===== config.mk =====
export PLATFORM = sky130hd
export DESIGN_NAME = skew_feeder
export DESIGN_NICKNAME = d
export VERILOG_FILES = /design/src/rtl/skew_feeder.sv
export SDC_FILE = /design/constraint.sdc
export NUM_CORES = 1
export LEC_CHECK = 0
export BUFFER_PORTS_ARGS = -buffer_cell sky130_fd_sc_hd__buf_2
export CORE_MARGIN = 3
export CORE_UTILIZATION = 45
export DETAILED_ROUTE_END_ITERATION = 8
export MAX_ROUTING_LAYER = met4
export SLEW_MARGIN = 20
export SYNTH_ARGS = -nofsm -noshare
export SYNTH_HDL_FRONTEND = slang
export SYNTH_SLANG_ARGS = --single-unit

===== constraint.sdc =====
create_clock -name clk -period 8.8 [get_ports clk]
set_input_delay 0.88 -clock clk [delete_from_list [all_inputs] [get_ports clk]]
set_output_delay 0.88 -clock clk [all_outputs]
set_load 0.01 [all_outputs]

===== src/rtl/skew_feeder.sv =====
// skew_feeder: buffers one ARRAY_SIZE x ARRAY_SIZE A tile and replays it as a diagonal wavefront.
// Latency: the first wavefront beat is presented the cycle after the last row is accepted.
// Backpressure: in_ready is low for the whole stream; out_ready=0 freezes t and all outputs.
//
// Ports:
//   clk, rst        rising-edge clock, synchronous active-high reset
//   in_valid/ready  row stream in; in_data[j] = A[row][j]
//   out_valid/ready wavefront stream out; out_data[i] feeds array row i
//   out_lane_valid  lane i carries a real element (i <= t < i+N)
//   tile_done       pulse on the accepted beat t = 2N-2
//   busy            high while streaming
module skew_feeder #(
  parameter int ARRAY_SIZE = 8,
  parameter int DATA_WIDTH = 8
) (
  input  logic                                          clk,
  input  logic                                          rst,
  input  logic                                          in_valid,
  output logic                                          in_ready,
  input  logic signed [ARRAY_SIZE-1:0][DATA_WIDTH-1:0]  in_data,
  output logic                                          out_valid,
  input  logic                                          out_ready,
  output logic signed [ARRAY_SIZE-1:0][DATA_WIDTH-1:0]  out_data,
  output logic        [ARRAY_SIZE-1:0]                  out_lane_valid,
  output logic                                          tile_done,
  output logic                                          busy
);

  localparam int LW = $clog2(ARRAY_SIZE);
  localparam int TW = $clog2(2 * ARRAY_SIZE - 1);

  localparam logic [LW-1:0] LAST_ROW  = LW'(ARRAY_SIZE - 1);
  localparam logic [TW-1:0] LAST_BEAT = TW'(2 * ARRAY_SIZE - 2);

  localparam logic [0:0] LOAD   = 1'b0;
  localparam logic [0:0] STREAM = 1'b1;

  logic [0:0]                                 state;
  logic [LW-1:0]                              load_cnt;
  logic [TW-1:0]                              t;
  logic [ARRAY_SIZE-1:0][DATA_WIDTH-1:0]      row_buf [ARRAY_SIZE];
  int                                         kk;

  logic beat_acc;
  assign beat_acc = (state == STREAM) && out_ready;

  always_ff @(posedge clk) begin
    if (rst) begin
      state    <= LOAD;
      load_cnt <= '0;
      t        <= '0;
      for (int r = 0; r < ARRAY_SIZE; r++) begin
        row_buf[r] <= '0;
      end
    end else begin
      case (state)
        LOAD: begin
          if (in_valid) begin
            row_buf[load_cnt] <= in_data;
            if (load_cnt == LAST_ROW) begin
              load_cnt <= '0;
              t        <= '0;
              state    <= STREAM;
            end else begin
              load_cnt <= load_cnt + 1'b1;
            end
          end
        end
        default: begin
          // Buffer is frozen here; only the wavefront index moves.
          if (beat_acc) begin
            if (t == LAST_BEAT) begin
              t     <= '0;
              state <= LOAD;
            end else begin
              t <= t + 1'b1;
            end
          end
        end
      endcase
    end
  end

  // Lane i shows column k = t - i of its own row while 0 <= k < N,
  // which staggers row i by i cycles behind row 0.
  always_comb begin
    out_data       = '0;
    out_lane_valid = '0;
    kk             = 0;
    if (state == STREAM) begin
      for (int i = 0; i < ARRAY_SIZE; i++) begin
        kk = int'(t) - i;
        if ((kk >= 0) && (kk < ARRAY_SIZE)) begin
          out_data[i]       = row_buf[i][kk[LW-1:0]];
          out_lane_valid[i] = 1'b1;
        end
      end
    end
  end

  assign in_ready  = (state == LOAD);
  assign out_valid = (state == STREAM);
  assign busy      = (state == STREAM);
  assign tile_done = beat_acc && (t == LAST_BEAT);

endmodule

==> out/results.txt <==
slew margin rel.: 33.6%
most frequent cell after synthesis: and2_1
Slew @ Worst Pin: 0.995 ns
htree depth: 2
Buffers on Ports: 143
sequential-to-total area share from yosys stat: 65.5%
Min-Delay Startpoint: load_cnt[1]
Total GRT Usage: 23.4%
detailed-route wire length per cell: 26.4 um
CTS Buffer Depth: 3
final setup vio count: 0
crit path DAT: 3.90 ns
Synth Area in Adders: 0.792%
Synth Area in Simple Gates: 16.5%
cell area after synthesis: 23,700 um^2
final setup TNS: 0 ns
Peak supply drop: 0.141 mV
worst skew pair latency: 0.60 ns
largest net degree at the start of global routing: 66
Initial DRC Count: 1,445
CTS Hold Bufs: 0
cell accounting for the most synthesized area: edfxtp_1
initial antenna violation count: 13
layout overhead on the synthesized area: 12.7%
HP Class: register to register
Setup WS pre-CTS: 4.51 ns
# DRC: 0
initial core utilization: 45.8%
number of flops mapped to enable cells by yosys: 512
fraction of layout instances using a drive strength above 1: 22.8%
Avg Cell Area, Syn: 15.3 um^2
Routed Wire Length: 63.2 mm
slack of the critical path: 4.02 ns
vias in the first global route: 13,635
critical path type: register to primary output
largest family of logic cells by synthesized area: simple AND/OR/NAND/NOR gates
CTS sink cnt: 520
Ports: 144
Compound-Gate Fraction of Synth Area: 1.45%
Post-DRT Antenna Nets: 0
nets: 1,750
maxcap violations: 0
Final period util: 54.3%
syn nets: 1,629
Slew Limit Fails: 0
share of the synthesized area in the top cell type: 64.9%
Pre-antenna DRT Iters: 5
row count: 83
distinct cell type count after synthesis: 38
post-CTS sizing: 0
PD cells: 199 nW/um^2
CP endpoint kind: primary output
Post-CTS Setup Bufs: 0
Die Ht: 236 um
CP Max Fanout: 35
f_max: 209 MHz
total power draw: 0.00532 W
DP HPWL: 41.4 mm
Cells after Synth: 1,546
total CTS buffers: 54
Worst setup startpoint: t[0]
Required @ worst endpoint: 7.92 ns
yosys warns: 0
commonest cells in the netlist: and2_1, edfxtp_1, mux4_2
Synth Flop Type: edfxtp_1
first-pass GRT wire length: 91.9 mm
total global routing overflow: 0
GPL Wtd Cong: 0.867
final hold violation count: 0
XOR/XNOR share of the synthesized area: 0.259%
DR vias/cell: 5.64
status: finished clean
Area contributors post-synth: edfxtp_1, and2_1, mux4_2, nand2_1, a21oi_1
Yosys reg bits: 520
Crit Reg-Reg Startpoint: busy
CTS tree: yes
mux cell area share after synthesis: 12.9%
Leak: 9.82 nW
post-route minimum period: 4.78 ns
core area: 51,700 um^2
clock-pin transition on the worst setup and hold timing paths: 0.06 ns
clk root buf: clkbuf_16
die area: 55,500 um^2
ys async rst share: 0%
via total after detailed routing: 13,472
Critical Path Start Type: register
RSZ-0062 raised after global routing: no
Worst Skew: 0.0189 ns
Die X-Extent: 236 um
==> per-layer routing <==
| layer | share of wire (%) | global-route usage (%) |
|---|---|---|
| met1 | 42 | 32.5 |
| met3 | 7.9 | 4.31 |
| met2 | 47 | 35.5 |
| met4 | 3.4 | 7.23 |
| met5 | 0 | - |
==> flip-flops by register name (all words and copies together), names as in the netlist <==
register	cells
row_buf	512
t	4
load_cnt	3
busy	1
==> cell usage in the layout (no fill, tap or decap), drive strengths merged, types with 2 or more instances in the layout <==
master	netlist	routed
bufinv	0	4
nor3b	2	2
xor2	2	2
nand4	2	2
and2	513	513
ha	15	15
xnor2	5	5
or2	8	8
buf	49	165
edfxtp	512	512
o21ai	7	7
dfxtp	8	8
nor3	5	5
clkinv	1	16
diode	0	2
inv	14	14
nand2b	3	3
nand3	3	3
mux2i	18	18
nand2	106	106
clkbuf	51	77
a21oi	57	57
nor2	28	28
mux4	128	128
==> final timing paths <==
check,cells past startpoint,slack [ns],end
max,6,4.02,out_data[59]
min,2,0.55,load_cnt[1]
max reg2reg,7,5.52,row_buf[0][56]
min reg2reg,2,0.55,load_cnt[1]
==> layout make-up <==
class	count	area, um^2
Clock inverter	20	194
Tap cell	680	851
Antenna cell	2	5.00
Fill cell	4338	25000
Inverter	15	56.3
Timing Repair Buffer	165	881
Sequential cell	520	15500
Multi-Input combinational cell	911	7680
Clock buffer	77	1500
==> report_power, final <==
group,switching [W],internal (W),total (W)
clock,0.000940,0.00130,0.00224
sequential,0.0000300,0.00283,0.00286
combinational,0.000161,0.0000662,0.000227
total,0.00113,0.00419,0.00532
==> logic make-up after synthesis <==
kind of cell / after synthesis
XOR/XNOR: 7
adder cells (fa/ha/maj): 15
AO/OA/AOI/OAI: 67
multiplexers: 146
buffers and inverters: 115
AND/OR/NAND/NOR: 676
flip-flops: 520
==> stage by stage <==
stage	cells	cell area [um^2]	util [%]	hold WS, ns
finish	2390	26700	51.6	0.547
global route	2388	26700	51.6	0.589
floorplan	1546	23700	-	0.499
global placement	2291	25000	48.3	0.523
CTS	2388	26700	51.6	0.549
detailed placement	2291	25000	48.4	0.536
==> critical path: stages, from the launching register on <==
cell and delay, ns:
dfxtp_4 0.79, buf_4 0.69, buf_4 0.69, mux4_2 0.64, nand2_1 0.09, a21oi_1 0.13
buf_2 0.22
Note: power is estimated with default switching activity, not from simulation.
